### src/rtl/core_pkg.sv
// Shared decode types: opcode classes, func3 sub-encodings, result/immediate selects and the control bundle.
// Consumed by decode_lut and decode_ctrl (vector sequencing gated by DECODE_CTRL_VEC_EN).
package core_pkg;

  typedef enum logic [2:0] {
    OP_A = 3'b000,
    OP_B = 3'b001,
    OP_C = 3'b010,
    OP_D = 3'b011,
    OP_E = 3'b100,
    OP_F = 3'b101,
    OP_G = 3'b110,
    OP_H = 3'b111
  } op_e;

  typedef enum logic [2:0] {
    D_F3_LINK = 3'b000,
    D_F3_REG  = 3'b001
  } d_func3_e;

  typedef enum logic [2:0] {
    F_F3_MEM = 3'b000
  } f_func3_e;

  typedef enum logic [1:0] {
    RES_ALU = 2'b00,
    RES_MEM = 2'b01,
    RES_PC4 = 2'b10,
    RES_IMM = 2'b11
  } result_src_e;

  localparam logic [3:0] IMM_NONE     = 4'b0000;
  localparam logic [3:0] IMM_B_HI     = 4'b0010;
  localparam logic [3:0] IMM_STORE    = 4'b0100;
  localparam logic [3:0] IMM_JUMP     = 4'b1100;
  localparam logic [3:0] IMM_JUMP_REG = 4'b1110;

  localparam logic [2:0] ALU_BRANCH = 3'b001;

  typedef struct packed {
    logic        reg_write;
    logic        mem_write;
    logic        jump;
    logic        jump_cond;
    logic        alu_src;
    logic [2:0]  jump_cond_type;
    logic [2:0]  alu_control;
    logic [3:0]  imm_src;
    result_src_e result_src;
    logic        illegal;
  } ctrl_t;

endpackage

### src/rtl/decode_lut.sv
// Pure combinational field-to-control lookup for one instruction.
// With DECODE_CTRL_VEC_EN defined, OP_E decodes as a vector op; otherwise it is illegal.
module decode_lut
  import core_pkg::*;
(
  input  logic [2:0] op,
  input  logic [2:0] func3,
  output ctrl_t      ctrl,
  output logic       is_vec
);

  // NOTE: every output gets a default before the case so no path leaves a latch.
  always_comb begin
    ctrl                = '0;
    is_vec              = 1'b0;
    ctrl.reg_write      = 1'b1;
    ctrl.jump_cond_type = func3;
    case (op)
      OP_A: ctrl.alu_control = func3;
      OP_B: begin
        ctrl.alu_src     = 1'b1;
        ctrl.alu_control = func3;
        ctrl.imm_src     = func3[2] ? IMM_B_HI : IMM_NONE;
      end
      OP_C: begin
        ctrl.reg_write = 1'b0;
        ctrl.mem_write = 1'b1;
        ctrl.imm_src   = IMM_STORE;
      end
      OP_D: begin
        ctrl.jump       = 1'b1;
        ctrl.imm_src    = (func3 == D_F3_REG) ? IMM_JUMP_REG : IMM_JUMP;
        ctrl.result_src = (func3 == D_F3_LINK || func3 == D_F3_REG) ? RES_IMM : RES_PC4;
      end
      OP_F: begin
        ctrl.jump       = 1'b1;
        ctrl.alu_src    = 1'b1;
        ctrl.result_src = (func3 == F_F3_MEM) ? RES_MEM : RES_PC4;
      end
      OP_G: begin
        ctrl.reg_write   = 1'b0;
        ctrl.jump_cond   = 1'b1;
        ctrl.alu_control = ALU_BRANCH;
        ctrl.imm_src     = IMM_JUMP;
      end
`ifdef DECODE_CTRL_VEC_EN
      OP_E: begin
        ctrl.jump_cond_type = '0;
        ctrl.alu_control    = func3;
        is_vec              = 1'b1;
      end
`endif
      default: begin
        ctrl         = '0;
        ctrl.illegal = 1'b1;
      end
    endcase
  end

endmodule

### src/rtl/decode_ctrl.sv
// Registered instruction decoder with IDLE/HOLD/VEC handshake sequencing and flush.
// Vector beat sequencing is available only when DECODE_CTRL_VEC_EN is defined.
module decode_ctrl
  import core_pkg::*;
#(
  parameter int LANES  = 4,
  parameter int LANE_W = $clog2(LANES)
) (
  input  logic              clk,
  input  logic              rst_n,
  input  logic [2:0]        op,
  input  logic [2:0]        func3,
  input  logic [10:0]       func11,
  input  logic              in_valid,
  output logic              in_ready,
  output logic              out_valid,
  input  logic              out_ready,
  input  logic              flush,
  output logic              reg_write,
  output logic              mem_write,
  output logic              jump,
  output logic              jump_cond,
  output logic              alu_src,
  output logic [2:0]        jump_cond_type,
  output logic [2:0]        alu_control,
  output logic [3:0]        imm_src,
  output logic [1:0]        result_src,
  output logic              illegal,
  output logic [LANE_W-1:0] lane_idx,
  output logic              lane_last
);

  typedef enum logic [1:0] {ST_IDLE, ST_HOLD, ST_VEC} state_e;

  localparam logic [LANE_W-1:0] LANE_LAST = LANE_W'(LANES - 1);

  state_e            state_q, state_d;
  logic              out_valid_q, out_valid_d;
  ctrl_t             ctrl_q, ctrl_d;
  logic [LANE_W-1:0] lane_idx_q, lane_idx_d;
  logic              lane_last_q, lane_last_d;

  ctrl_t             dec_ctrl;
  logic              dec_is_vec;
  logic              accept;
  logic [LANE_W-1:0] lane_next;

  // func11 carries no control information for this op set.
  logic unused_func11;
  assign unused_func11 = ^func11;

  decode_lut u_decode_lut (
    .op     (op),
    .func3  (func3),
    .ctrl   (dec_ctrl),
    .is_vec (dec_is_vec)
  );

  assign lane_next = lane_idx_q + LANE_W'(1);

  always_comb begin
    in_ready    = !flush && (state_q == ST_IDLE || (state_q == ST_HOLD && out_ready));
    accept      = in_valid && in_ready;
    state_d     = state_q;
    out_valid_d = out_valid_q;
    ctrl_d      = ctrl_q;
    lane_idx_d  = lane_idx_q;
    lane_last_d = lane_last_q;
    if (flush) begin
      state_d     = ST_IDLE;
      out_valid_d = 1'b0;
      lane_idx_d  = '0;
    end else if (accept) begin
      // A HOLD accept implies out_ready, so the held beat leaves as the new one loads.
      state_d     = dec_is_vec ? ST_VEC : ST_HOLD;
      out_valid_d = 1'b1;
      ctrl_d      = dec_ctrl;
      lane_idx_d  = '0;
      lane_last_d = !dec_is_vec;
    end else if (out_valid_q && out_ready) begin
      if (state_q == ST_VEC && lane_idx_q != LANE_LAST) begin
        lane_idx_d  = lane_next;
        lane_last_d = (lane_next == LANE_LAST);
      end else begin
        state_d     = ST_IDLE;
        out_valid_d = 1'b0;
        lane_idx_d  = '0;
      end
    end
  end

  // NOTE: reset is synchronous and sequential state uses non-blocking assignments only.
  always_ff @(posedge clk) begin
    if (!rst_n) begin
      state_q     <= ST_IDLE;
      out_valid_q <= 1'b0;
      ctrl_q      <= '0;
      lane_idx_q  <= '0;
      lane_last_q <= 1'b0;
    end else begin
      state_q     <= state_d;
      out_valid_q <= out_valid_d;
      ctrl_q      <= ctrl_d;
      lane_idx_q  <= lane_idx_d;
      lane_last_q <= lane_last_d;
    end
  end

  assign out_valid      = out_valid_q;
  assign reg_write      = ctrl_q.reg_write;
  assign mem_write      = ctrl_q.mem_write;
  assign jump           = ctrl_q.jump;
  assign jump_cond      = ctrl_q.jump_cond;
  assign alu_src        = ctrl_q.alu_src;
  assign jump_cond_type = ctrl_q.jump_cond_type;
  assign alu_control    = ctrl_q.alu_control;
  assign imm_src        = ctrl_q.imm_src;
  assign result_src     = ctrl_q.result_src;
  assign illegal        = ctrl_q.illegal;
  assign lane_idx       = lane_idx_q;
  assign lane_last      = lane_last_q;

endmodule

### config.mk
export PLATFORM = sky130hd
export DESIGN_NAME = decode_ctrl
export DESIGN_NICKNAME = d
export VERILOG_FILES = /design/src/rtl/core_pkg.sv /design/src/rtl/decode_lut.sv /design/src/rtl/decode_ctrl.sv
export SDC_FILE = /design/constraint.sdc
export NUM_CORES = 1
export LEC_CHECK = 0
export CAP_MARGIN = 20
export CORE_UTILIZATION = 42
export DETAILED_ROUTE_END_ITERATION = 16
export PLACE_DENSITY = 0.83
export SLEW_MARGIN = 20
export SYNTH_ARGS = -nofsm -noshare
export SYNTH_HDL_FRONTEND = slang
export SYNTH_SLANG_ARGS = --single-unit
### constraint.sdc
create_clock -name clk -period 2.2 [get_ports clk]
set_input_delay 0.33 -clock clk [delete_from_list [all_inputs] [get_ports clk]]
set_output_delay 0.33 -clock clk [all_outputs]
set_load 0.02 [all_outputs]
Yosys cells after proc, flatten, opt, wreduce, memory -nomap -nowiden --
Index checks and enable logic that the tools add are counted.
Word-level totals: register bits 21, logic and storage cells 59, input bits 22
Operators by class: bitwise operators 2, equality and inequality tests 6, muxes and demuxes 19, reductions and logical operators 19
Operators with widths (count):
- one-hot mux 4 bit (4 select lines) | 1
- two-way mux 1 bit | 12
- OR reduction 2 bit | 4
- equality test 3 x 1 -> 1 bit (second input constant) | 2
- equality test 3 x 2 -> 1 bit (second input constant) | 2
- equality test 3 bit (second input constant) | 2
- logical NOT 3 bit | 2
- two-way mux 2 bit | 3
- one-hot mux 3 bit (2 select lines) | 1
- OR reduction 6 bit | 1
- logical AND 1 bit | 4
- one-hot mux 2 bit (2 select lines) | 1
- OR reduction 4 bit | 1
- two-way mux 3 bit | 1
- AND reduction 3 bit | 1
- logical NOT 2 bit | 1
- logical OR 1 bit | 2
- inverter 1 bit | 2
- AND reduction 2 bit | 1
- nonzero test 2 bit | 1
- logical NOT 1 bit | 1

Logic depth before layout (Yosys ltp) --
Gate-level depths: netlist of run 1.
word-level depth 6, gate-level depth with buffers 5

Hierarchy --
From an unflattened synthesis of run 1, not the netlist that was laid out.
Unflattened totals: cells, all modules 132, area, all modules 1281.2 um^2
By module, submodules not included:
- decode_ctrl | cells an instance 96, instances 1, area each 1009.7 um^2
- decode_lut | cells an instance 36, instances 1, area each 271.5 um^2

Worst setup path before layout of run 1 --
OpenSTA, ideal clock, no wires.
path type flip-flop to output port, start point register state_q[0], end point output port in_ready, arrival 1.027 ns, stages on the path, launching flop included 4, slack 0.843 ns, cells stage by stage dfxtp_1 nor2b_1 clkbuf_1 nor2_1
On the way: word-level cells in the longest chain between the ends 3, elaborated cells on any way between the ends 4, classes of those cells 4 x reduce/logical
Ends and longest elaborated chain:
- from (decl) | line decode_ctrl.sv:37 | state_e state_q, state_d;
- from (signal assigned) | line decode_ctrl.sv:101 | state_q <= state_d;
- logical NOT 2 bit / logical AND 1 bit (equally long branches) | line decode_ctrl.sv:62 | in_ready = !flush && (state_q == ST_IDLE || (state_q == ST_HOLD && out_ready));
- logical OR 1 bit (*) | line decode_ctrl.sv:62
- logical AND 1 bit (*) | line decode_ctrl.sv:62
- to (decl) | line decode_ctrl.sv:15 | output logic in_ready,
Mark *: on every way between the ends. The rest lies on a longest branch, timed or not.

Worst setup path in the final report of run 1 --
start point input port out_ready, end point output port in_ready
On the way: word-level cells in the longest chain between the ends 3
Ends and longest elaborated chain:
- from (decl) | line decode_ctrl.sv:17 | input logic out_ready,
- logical AND 1 bit | line decode_ctrl.sv:62
- logical OR 1 bit | line decode_ctrl.sv:62
- logical AND 1 bit | line decode_ctrl.sv:62
Every way passes these cells.

==> results.cfg, run 1 <==
[synth]
ys_seq_area_share_pct = 42.2
syn_avg_cell_area_um2 = 8.19
ys_warn_count = 0
synth-seq-cells = 19
ys_types = 32
netlist_instances = 110
syn_area_um2 = 901

[timing]
rsz0062_at_grt = no
fin_setup_tns_ns = 0
post-route-period-util_pct = 85.6
drv_slew = 0
hold_violations = 0
fin_crit_ns = 1.88
clock.fmax_ghz = 0.531
skew_ns = 0.00851
finalSetupViolCount = 0

[die]
core_area_um2 = 1980
die_x_um = 48.3
die_y_um = 48.3
core.rowCount = 16
start_util_pct = 45.5
io-pin-count = 45
die-area_um2 = 2330

[worst_setup_path]
cp-start-kind = input port
arrival_ns = 1.55
slowest_delay_ns = 0.61
path_class = in -> out
critPathBufInv = 2
cp-end-kind = output pin
critPathMaxFanout = 2
critical-path-top-delay-family = buffers and inverters
r2r_cells = 4
path_depth = 4
crit_required_ns = 1.87
critPathSlowestCell = clkdlybuf4s50_1
crit_top_cell = clkdlybuf4s50_1
crit_chain = clkdlybuf4s50_1, nor2b_1, nor2_1, clkdlybuf4s50_1

[route]
drc = 0
num_vias = 901
routed_via_density = 5.46
drt_wl_total_um = 2090
ant_nets = 0
firstDrtPassIters = 4
avgRoutedWirePerCell_um = 12.6
first_iter_violations = 14

[clocking]
cts_root_buffer = clkbuf_4
cts_resized = 0
htreeDepth = 1
cts.sinks = 19
tritoncts = done
insertion_delay_ns = 0.30
clk_pin_slew_ns = 0.10
post-cts-setup-buffers = 0
cts_hold_buf = 0
clockBufferDepth = 2
numCtsBuffers = 3

[finish]
layout_common_cells = clkdlybuf4s50_1, dfxtp_1, a21oi_1, nand2_1
seq_area_um2 = 380
drive_gt1_share_pct = 6.52
n_fill_cell = 166
nNetsFinal = 161
multiInputGateArea_um2 = 455
n_antenna_cell = 0
final_common_cell = clkdlybuf4s50_1
area_delta_synth_final_pct = 36.7

[grt]
overflow = 0
first_global_vias = 818
grt_max_degree = 16
grt_usage_pct = 18.9
antenna_found_initial = 0
grt_pass1_wl_um = 3460

[pwr]
powerDensity_nw_per_um2 = 550
ir_drop_uv = 329
power.leakage_uw = 0.000430
total_power_uw = 677

[placed_design]
io_buffers = 30
place_congestion = 0.826
dpl.hpwl_um = 1530

[hold_path]
min_path_type = reg -> reg
min_path_cells = 2

[job]
maxCapViolCount = 0

[status]
status = complete, no violations
report_power, final:
part           switching, uW  internal [uW]
sequential              6.08            356
combinational           76.6           64.1
clock                    106           67.8
total                    189            488
metal layers:
| metal | track usage [%] | wire, um | vias to the layer above |
|---|---|---|---|
| met5 | 0 | 0 | - |
| met4 | 10.3 | 43 | 0 |
| met3 | 2.20 | 103 | 5 |
| met2 | 32.6 | 1040 | 35 |
| met1 | 22.9 | 902 | 411 |
| li1 | - | - | 450 |
per-stage QoR:
step	hold slack (ns)	instance area (um^2)	instances	utilization [%]	worst slack, ns
CTS	0.480	1230	165	62.1	0.307
global placement	0.448	1200	161	60.7	0.314
finish	0.476	1230	165	62.1	0.316
floorplan	0.409	908	112	-	0.843
global route	0.494	1230	165	62.1	0.272
detailed placement	0.462	1200	161	60.7	0.310
path summary, 6_finish.rpt:
path                                                startpoint                             end  slack [ns]
worst max register to register         state_q[0]$_SDFFE_PP0P_          mem_write$_SDFFE_PN0P_        0.84
worst min-delay path            jump_cond_type[1]$_SDFFE_PN0P_  jump_cond_type[1]$_SDFFE_PN0P_        0.48
worst min register to register  jump_cond_type[1]$_SDFFE_PN0P_  jump_cond_type[1]$_SDFFE_PN0P_        0.48
worst max-delay path                                 out_ready                        in_ready        0.32
registers in the layout, indices dropped and copies added (netlist names), 2 cells and up:
signal,count
jump_cond_type,3
result_src,2
alu_control,3
imm_src,3
logic make-up (layout without fill, tap and decap cells):
logic type	count (synthesis)	after routing	share of synthesized area, %
flip-flops	19	19	42.2
buffers and inverters	13	39	8.05
XOR/XNOR	1	1	0.972
AND/OR/NAND/NOR	44	44	27.5
AO/OA/AOI/OAI	32	32	20.8
other	1	3	0.416
final cells by class:
type                            instances  share of cell area [%]
Multi-Input combinational cell         80                    37.0
Tap cell                               27                    2.74
Inverter                                1                   0.305
Clock buffer                            3                    1.83
Sequential cell                        19                    30.9
Clock inverter                          1                   0.407
Timing Repair Buffer                   34                    26.8
synth_stat cells, drive strengths merged:
| cell | count | area, um^2 |
|---|---|---|
| a311oi | 1 | 8.76 |
| nand2 | 10 | 37.5 |
| clkinv | 1 | 3.75 |
| conb | 1 | 3.75 |
| clkbuf | 3 | 11.3 |
| a211oi | 1 | 7.51 |
| and3 | 1 | 6.26 |
| o2111ai | 1 | 8.76 |
| and2b | 1 | 7.51 |
| o21ai | 8 | 40.0 |
| nand2b | 5 | 38.8 |
| o22ai | 8 | 50.1 |
| buf | 9 | 57.6 |
| o21a | 1 | 7.51 |
| or3 | 1 | 6.26 |
| and3b | 1 | 8.76 |
| dfxtp | 19 | 380 |
| xor2 | 1 | 8.76 |
| nor3b | 2 | 15.0 |
| a31oi | 1 | 6.26 |
| nand4 | 8 | 50.1 |
| or4 | 1 | 7.51 |
| o41ai | 1 | 8.76 |
| nor2b | 5 | 31.3 |
| nor2 | 5 | 18.8 |
| nand3 | 3 | 15.0 |
| nor3 | 1 | 5.00 |
| a21oi | 10 | 50.1 |
worst reg2reg max path, stage by stage, from the launching register on:
cell,delay [ns]
dfxtp_1,0.34
nor2b_1,0.14
buf_4,0.17
or4_1,0.51
a21oi_1,0.14
Note: power is estimated with default switching activity, not from simulation.
==> run 2: changes to the inputs <==
--- a/config.mk
+++ b/config.mk
@@ -8,6 +8,7 @@
 export CAP_MARGIN = 20
 export CORE_UTILIZATION = 42
 export DETAILED_ROUTE_END_ITERATION = 16
+export HOLD_SLACK_MARGIN = 0.08
 export PLACE_DENSITY = 0.83
 export SLEW_MARGIN = 20
 export SYNTH_ARGS = -nofsm -noshare
==> results of run 2 <==
Final layout, timing and power as in run 1 (identical DEF).
